File: config.mk
export PLATFORM = sky130hd
export DESIGN_NAME = seq_alu
export DESIGN_NICKNAME = d
export VERILOG_FILES = /design/src/rtl/seq_alu.sv
export SDC_FILE = /design/constraint.sdc
export NUM_CORES = 1
export LEC_CHECK = 0
export CORE_ASPECT_RATIO = 0.9
export CORE_MARGIN = 1.5
export CORE_UTILIZATION = 35
export CTS_CLUSTER_DIAMETER = 150
export DETAILED_ROUTE_END_ITERATION = 10
export GPL_TIMING_DRIVEN = 0
export PLACE_DENSITY = 0.6
export SLEW_MARGIN = 0
export SYNTH_ARGS = -nofsm -noshare
export SYNTH_HDL_FRONTEND = slang
export SYNTH_SLANG_ARGS = --single-unit
File: constraint.sdc
create_clock -name clk -period 4.87 [get_ports clk]
set_input_delay 0.7305 -clock clk [delete_from_list [all_inputs] [get_ports clk]]
set_output_delay 0.7305 -clock clk [all_outputs]
set_load 0.02 [all_outputs]
File: src/rtl/seq_alu.sv
// Handshaked ALU: single-cycle base ops plus optional N-cycle iterative MUL/MULHU/DIVU/REMU.
// Define SEQ_ALU_MULDIV_EN to build the iterative multiply/divide unit; otherwise codes 8-11 are illegal.
module seq_alu #(
    parameter int N = 32
) (
    input  logic         clk,
    input  logic         rst,
    input  logic         in_valid,
    output logic         in_ready,
    input  logic [3:0]   sel,
    input  logic [N-1:0] A,
    input  logic [N-1:0] B,
    output logic         out_valid,
    input  logic         out_ready,
    output logic [N-1:0] alu_result,
    output logic         sign_flag,
    output logic         zero_flag,
    output logic         dz_flag,
    output logic         illegal_op
);
    localparam int SW = $clog2(N);
    localparam logic [1:0] IDLE = 2'd0;
    localparam logic [1:0] DONE = 2'd2;
`ifdef SEQ_ALU_MULDIV_EN
    localparam logic [1:0] BUSY = 2'd1;
    localparam logic [SW:0] CNT_INIT = (SW+1)'(N);
    localparam logic [SW:0] CNT_ONE  = (SW+1)'(1);
`endif

    logic [1:0]   state_reg;
    logic [N-1:0] result_reg;
    logic         sign_reg;
    logic         zero_reg;
    logic         illegal_reg;
    logic [N-1:0] base_result;
    logic         base_legal;

    always_comb begin
        base_result = '0;
        base_legal  = 1'b1;
        case (sel)
            4'd0:    base_result = A + B;
            4'd1:    base_result = A << B[SW-1:0];
            4'd2:    base_result = A - B;
            4'd3:    base_result = {{(N-1){1'b0}}, (A < B)};
            4'd4:    base_result = A ^ B;
            4'd5:    base_result = A >> B[SW-1:0];
            4'd6:    base_result = A | B;
            4'd7:    base_result = A & B;
            default: base_legal  = 1'b0;
        endcase
    end

`ifdef SEQ_ALU_MULDIV_EN
    // p_reg holds {hi, lo}: product accumulator for multiply, {remainder, quotient} for divide.
    logic [2*N-1:0] p_reg;
    logic [2*N-1:0] p_next;
    logic [N-1:0]   b_reg;
    logic [1:0]     op_reg;
    logic [SW:0]    cnt_reg;
    logic           dz_reg;
    logic [N:0]     mul_sum;
    logic [N:0]     div_shift;
    logic [N-1:0]   div_diff;
    logic [N-1:0]   muldiv_result;

    always_comb begin
        p_next    = p_reg;
        mul_sum   = {1'b0, p_reg[2*N-1:N]} + (p_reg[0] ? {1'b0, b_reg} : {(N+1){1'b0}});
        div_shift = p_reg[2*N-1:N-1];
        div_diff  = div_shift[N-1:0] - b_reg;
        if (!op_reg[1]) begin
            p_next = {mul_sum, p_reg[N-1:1]};
        end else if (div_shift >= {1'b0, b_reg}) begin
            p_next = {div_diff, p_reg[N-2:0], 1'b1};
        end else begin
            p_next = {div_shift[N-1:0], p_reg[N-2:0], 1'b0};
        end
        // With B == 0 every trial subtract succeeds, yielding all-ones quotient and remainder A.
        muldiv_result = op_reg[0] ? p_next[2*N-1:N] : p_next[N-1:0];
    end
`endif

    always_ff @(posedge clk) begin
        if (rst) begin
            state_reg   <= IDLE;
            result_reg  <= '0;
            sign_reg    <= 1'b0;
            zero_reg    <= 1'b0;
            illegal_reg <= 1'b0;
`ifdef SEQ_ALU_MULDIV_EN
            dz_reg      <= 1'b0;
            p_reg       <= '0;
            b_reg       <= '0;
            op_reg      <= '0;
            cnt_reg     <= '0;
`endif
        end else begin
            case (state_reg)
                IDLE: begin
                    if (in_valid) begin
`ifdef SEQ_ALU_MULDIV_EN
                        if (sel[3:2] == 2'b10) begin
                            state_reg <= BUSY;
                            p_reg     <= {{N{1'b0}}, A};
                            b_reg     <= B;
                            op_reg    <= sel[1:0];
                            cnt_reg   <= CNT_INIT;
                        end else
`endif
                        begin
                            state_reg   <= DONE;
                            result_reg  <= base_result;
                            sign_reg    <= base_result[N-1];
                            zero_reg    <= (base_result == '0);
                            illegal_reg <= ~base_legal;
`ifdef SEQ_ALU_MULDIV_EN
                            dz_reg      <= 1'b0;
`endif
                        end
                    end
                end
`ifdef SEQ_ALU_MULDIV_EN
                BUSY: begin
                    p_reg   <= p_next;
                    cnt_reg <= cnt_reg - CNT_ONE;
                    if (cnt_reg == CNT_ONE) begin
                        state_reg   <= DONE;
                        result_reg  <= muldiv_result;
                        sign_reg    <= muldiv_result[N-1];
                        zero_reg    <= (muldiv_result == '0);
                        illegal_reg <= 1'b0;
                        dz_reg      <= op_reg[1] && (b_reg == '0);
                    end
                end
`endif
                DONE: begin
                    if (out_ready) begin
                        state_reg <= IDLE;
                    end
                end
                default: state_reg <= IDLE;
            endcase
        end
    end

    assign in_ready   = (state_reg == IDLE);
    assign out_valid  = (state_reg == DONE);
    assign alu_result = result_reg;
    assign sign_flag  = sign_reg;
    assign zero_flag  = zero_reg;
    assign illegal_op = illegal_reg;
`ifdef SEQ_ALU_MULDIV_EN
    assign dz_flag    = dz_reg;
`else
    assign dz_flag    = 1'b0;
`endif

endmodule

==> flow_metrics.tcl, run 1 <==
set metrics [dict create \
    power_leakage_uw 0.00538 \
    yosys-top-cells-area "ha_1, mux4_2, dfxtp_1" \
    grt_usage 0.367 \
    wl_um 60000 \
    synth_top_area_share 0.124 \
    syn_inst 1511 \
    worstSetupPathType "input port to register" \
    dp_hpwl_um 48500 \
    synth_top_flop_cell "dfxtp_1" \
    synth_fp_nets 1693 \
    highest_layer "met4" \
    met3_length_um 6200 \
    finalPower_uw 2240 \
    cp_slowest_cell "nor4_2" \
    avgSynthCellArea_sq_um 7.19 \
    largest_register_ffs 32 \
    yosysSeqAreaShare 0.0645 \
    drt_iter0_markers 1716 \
    via_count 13400 \
    max_freq_mhz 208 \
    synth_most_common_cell "nor2_1" \
    dp_slack_ns -2.12 \
    endpoint_kind "register" \
    grt_max_degree 14 \
    fillCellCount 3199 \
    dr_wl_met2_um 25300 \
    clock-sinks 35 \
    synth_simple_gate_area_frac 0.211 \
    syn2layout_area_growth_pct 21.0 \
    synth-seq-cells 35 \
    hold_viol 0 \
    fin_crit_sh 0.987 \
    p_sw_uw 1160 \
    synthMuxAreaShare 0.181 \
    seqCellArea_sq_um 701 \
    wl_per_cell_um 29.4 \
    critPathTopFamily "buffers and inverters" \
    drc 0 \
    drtPass1Iterations 6 \
    synth_top_cell_by_area "ha_1" \
    path_buf_inv 4 \
    io_buffer_count 107 \
    syn_area_sq_mm 0.0109 \
    synth_enable_flop_cells 0 \
    routed_via_density 6.58 \
    crit_chain "clkdlybuf4s50_1, buf_1, nor4_2, clkbuf_1, clkbuf_1, a21oi_1, nand4_1, a21oi_1, nor4_1, nor2_1, and3_1, a31o_1" \
    stdcell_area_sq_mm 0.0131 \
    synth_xor_area_frac 0.0145 \
    cp_slowest_stage_delay_ns 1.08 \
    die_y_um 170 \
    power.density_mw_per_mm2 170 \
    synthAdderAreaFrac 0.128 \
    grt_overflow_total 0 \
    setup_viol 0 \
    place_congestion 1.04 \
    worst_pin_slew_ns 1.33 \
    place_inst 2024 \
    grt_pass1_wl_um 87000 \
    clockBufferDepth 2 \
    fin_nets 1818 \
    worstPathRequired_ns 5.05 \
    ctsRootBufferMaster "clkbuf_16" \
    initial_core_util 0.360 \
    ys_types 90 \
    slew_headroom 0.104 \
    place_area_sq_mm 0.0125 \
    maxCapViolations 0 \
    synthTopCellsByCount "nor2_1, nand2_1, inv_1, ha_1, a21oi_1" \
    synth_top_family_by_area "compound AO/OA/AOI/OAI gates" \
    h-tree-depth 2 \
    crit_arrival_ns 4.99 \
    antennaDiodeCount 0 \
    stdcell_count 2039 \
    antenna_found_initial 2 \
    clk_pin_slew_ns 0.06 \
    first_global_vias 12600 \
    synth_compound_area_frac 0.308 \
    critPathMaxFanout 10 \
    ant_nets 0 \
    die_w_um 189 \
    ys_warn_count 0 \
    core_area_sq_mm 0.0302 \
    synthArstFlopShare 0 \
    insertion_delay_ns 0.28 \
    maxSlewViolCount 0 \
    power_frac_comb 0.710 \
    p_clk_frac 0.145 \
    tritoncts "yes" \
    power_frac_seq 0.145 \
    wl_met1_um 25900 \
    clock_skew_ns 0.00416 \
    dieArea_sq_mm 0.0321 \
    ir_drop_uv 148 \
    top_level_ports 110 \
    min_path_type "register to register" \
    drive_gt1_frac 0.139 \
    critPathLaunchType "input port" \
    multi_input_area_sq_mm 0.00950 \
    status "finished clean" \
    fp-row-count 60 \
    p_int_uw 1080 \
    cts_buffers 5 \
    worst_slack_ns 0.0634 \
    swShare 0.518 \
    period_minus_slack_ns 4.81 \
    final_core_util 0.436 \
]
-- tightest hold or removal path, stage by stage, from the launching register on --
cell and delay, ns:
dfxtp_1 0.31, nand2_1 0.05, a21oi_1 0.05
-- worst paths after layout --
| kind | startpoint | endpoint | slack, ns | depth (start not counted) |
|---|---|---|---|---|
| hold reg to reg | illegal_op | illegal_op | 0.46 | 2 |
| hold / removal | illegal_op | illegal_op | 0.46 | 2 |
| setup / recovery | sel[2] | zero_flag | 0.06 | 12 |
| setup reg to reg | state_reg[1] | zero_flag | 2.63 | 10 |
-- cell families (layout without fill, tap and decap cells) --
logic type	Yosys count	in the layout
AOI/OAI and AO/OA	491	491
and+or+nand+nor	485	485
buffers and inverters	238	363
muxes	133	133
adders and majority gates	110	110
DFF	35	35
xor gates and xnor gates	18	18
other	1	1
-- timing repair --
item,4_1_cts,5_1_grt
setup endpoints to repair,30,8
gates resized for setup,74,94
buffers inserted,4,6
pin swaps,4,9
hold buffers,0,0
-- per-stage QoR --
step	hold slack, ns	setup TNS, ns
after floorplan	0.535	0
after global placement	0.455	-33.42
after detailed placement	0.456	-32.80
after CTS	0.464	0
after global routing	0.486	-0.0206
final	0.464	0
-- final cells by class --
cell class                      count  area share
Multi-Input combinational cell   1238       0.722
Sequential cell                    35      0.0533
Timing Repair Buffer              120      0.0891
Buffer                            119      0.0514
Tap cell                          403      0.0383
Clock inverter                      1    0.000381
Clock buffer                        6      0.0106
Inverter                          117      0.0346
-- routing by layer --
layer  track usage  vias up
met5             0        -
met4         0.138        0
met3        0.0870      155
met2         0.556      849
met1         0.503     6515
li1              -     5892
-- cells in the final DEF, fill, tap and decap left out, types with 9 or more instances in the layout --
cell type	netlist	final
mux2_2	18	18
nor4_1	15	9
a211oi_1	41	39
o21ai_1	14	11
dfxtp_1	35	35
nor2_1	143	141
o22ai_1	18	18
nor2b_1	19	16
mux4_2	45	45
a221oi_1	14	12
nor3_1	46	44
nand2_1	135	135
xnor2_1	17	17
mux2i_1	62	60
dlymetal6s2s_1	0	12
or3_1	9	9
a21oi_1	104	99
a21o_1	9	9
buf_4	8	21
nand2b_1	27	26
nand3_1	36	35
a31oi_1	13	12
and3_1	10	10
a221o_1	11	11
o21ai_0	88	86
clkbuf_1	62	53
ha_1	108	108
a22oi_1	25	24
o211ai_1	26	26
buf_2	34	30
a32oi_1	9	9
inv_1	111	110
nand4_1	15	15
clkdlybuf4s50_1	0	88
-- power by group through the flow --
stage	logic [uW]	registers [uW]	clock network, uW
2_1_floorplan	853	360	0
3_3_place_gp	1460	330	0
3_5_place_dp	1450	331	0
4_1_cts	1490	325	327
5_1_grt	1670	328	343
6_report	1590	325	324
(Power assumes the default switching activity.)
==> run 2, diff against run 1 <==
CORE_MARGIN = 2   (was 1.5)
CORE_UTILIZATION = 30   (was 35)
PLACE_DENSITY = 0.54   (was 0.6)
==> flow_metrics.tcl, run 2 (synthesis results as in run 1) <==
set metrics [dict create \
    place_congestion 1.04 \
    clock-sinks 35 \
    layout_commonest_cell "nor2_1" \
    initial_core_util 0.302 \
    clk_pin_slew_ns 0.06 \
    die_w_um 205 \
    grt_max_degree 16 \
    slew_headroom 0.119 \
    syn2layout_area_growth_pct 21.4 \
    status "finished clean" \
    tritoncts "yes" \
    grt_overflow_total 0 \
    cp_slowest_stage_delay_ns 0.86 \
    h-tree-depth 2 \
    hold_viol 0 \
    core_area_sq_mm 0.0359 \
    drtPass1Iterations 7 \
    path_common_cell "inv_1" \
    path_buf_inv 4 \
    critPathMaxFanout 11 \
    die_y_um 185 \
    clockBufferDepth 2 \
    maxCapViolations 0 \
    worst_slack_ns 0.000774 \
    critPathLaunchType "input port" \
    worstSetupPathType "input port to register" \
    ctsRootBufferMaster "clkbuf_16" \
    antenna_found_initial 1 \
    dieArea_sq_mm 0.0378 \
    grt_usage 0.321 \
    min_path_type "register to register" \
    power_leakage_uw 0.00536 \
    cp_slowest_cell "clkdlybuf4s50_1" \
    largest_register_ffs 32 \
    top_level_ports 110 \
    drive_gt1_frac 0.139 \
    endpoint_kind "register" \
    period_minus_slack_ns 4.87 \
    p_int_uw 1090 \
    fin_crit_sh 1.00 \
    worst_pin_slew_ns 1.31 \
    power.density_mw_per_mm2 171 \
    wl_um 61700 \
    via_count 13400 \
    insertion_delay_ns 0.28 \
    layout_common_cells "nor2_1, nand2_1, inv_1" \
    fin_nets 1817 \
    grt_pass1_wl_um 89300 \
    swShare 0.514 \
    critPathTopFamily "compound AO/OA/AOI/OAI gates" \
    p_sw_uw 1160 \
    ant_nets 0 \
    max_freq_mhz 205 \
    wl_per_cell_um 29.2 \
    ir_drop_uv 131 \
    power_frac_comb 0.705 \
    clock_skew_ns 0.00320 \
    drt_iter0_markers 1533 \
    routed_via_density 6.35 \
    first_global_vias 12900 \
    io_buffer_count 107 \
    cts_buffers 5 \
    drc 0 \
    crit_arrival_ns 5.10 \
    p_clk_frac 0.151 \
    setup_viol 0 \
    fp-row-count 66 \
    dp_hpwl_um 49700 \
    fillCellCount 3857 \
    dp_slack_ns -2.24 \
    finalPower_uw 2250 \
    maxSlewViolCount 0 \
    worstPathRequired_ns 5.10 \
    power_frac_seq 0.144 \
    crit_chain "clkdlybuf4s50_1, inv_1, ha_1, clkbuf_1, inv_1, a21oi_1, o31ai_1, a41oi_1, nand2_1, nor2_1, a211o_1, a221o_1, nand2b_1, nor4_4, and3_1, a31o_1" \
]
==> run 2: cell types whose count changed in the layout (fill, tap and decap cells not counted), sizes merged <==
cell,delta
clkdlybuf4s50,+1
dlymetal6s2s,-1
diode,+1
clkinv,-2
dlygate4sd2,+1
clkdlybuf4s15,-1
inv,+1
clkbuf,+5
buf,-4
==> run 2: layout make-up <==
type	count	area, sq um	share of cell area
Antenna cell	1	2.50	0.000190
Buffer	120	681	0.0516
Clock buffer	8	156	0.0119
Inverter	117	455	0.0345
Multi-Input combinational cell	1238	9450	0.716
Sequential cell	35	701	0.0531
Tap cell	476	596	0.0452
Timing Repair Buffer	118	1150	0.0874
==> run 2: through the flow <==
| step | area (sq um) | TNS (ns) | hold slack (ns) | util | instances |
|---|---|---|---|---|---|
| after floorplan | 10900 | 0 | 0.535 | - | 1511 |
| after global placement | 12500 | -36.87 | 0.449 | 0.349 | 2094 |
| after detailed placement | 12500 | -34.42 | 0.450 | 0.349 | 2095 |
| after CTS | 12900 | 0 | 0.457 | 0.360 | 2107 |
| after global routing | 13200 | -0.0286 | 0.492 | 0.367 | 2112 |
| final | 13200 | 0 | 0.454 | 0.367 | 2113 |
==> run 2: what timing repair did <==
item | in CTS | in global routing
hold buffers | 0 | 0
pin swaps | 4 | 8
buffers inserted | 5 | 5
resized for setup | 74 | 78
endpoints found under the setup margin | 30 | 5
==> run 2: tightest hold or removal path, cell delays in order, from the launching register on <==
cell and delay, ns:
dfxtp_1 0.30, nand2_1 0.05, a21oi_1 0.05
==> run 2: power by group through the flow <==
| stage | Sequential (uW) | Combinational [uW] | Clock [uW] |
|---|---|---|---|
| final | 325 | 1590 | 340 |
| after global routing | 328 | 1670 | 363 |
| after CTS | 325 | 1500 | 345 |
| after detailed placement | 332 | 1460 | 0 |
| after global placement | 331 | 1470 | 0 |
| after floorplan | 360 | 853 | 0 |
==> run 2: final timing paths <==
kind / startpoint / to / slack [ns] / cells past startpoint
setup / recovery: A[19] / zero_flag / 0.0008 / 16
hold / removal: alu_result[27] / alu_result[27] / 0.45 / 2
setup reg to reg: state_reg[1] / zero_flag / 2.55 / 10
hold reg to reg: alu_result[27] / alu_result[27] / 0.45 / 2
==> run 2: per-layer routing <==
layer / track usage / wire (um) / part of all wire / vias to the layer above
met2: 0.493 / 26200 / 0.42 / 814
met5: 0 / 0 / 0 / -
li1: - / - / - / 5887
met4: 0.110 / 2720 / 0.044 / 0
met1: 0.446 / 27100 / 0.44 / 6571
met3: 0.0612 / 5770 / 0.093 / 143
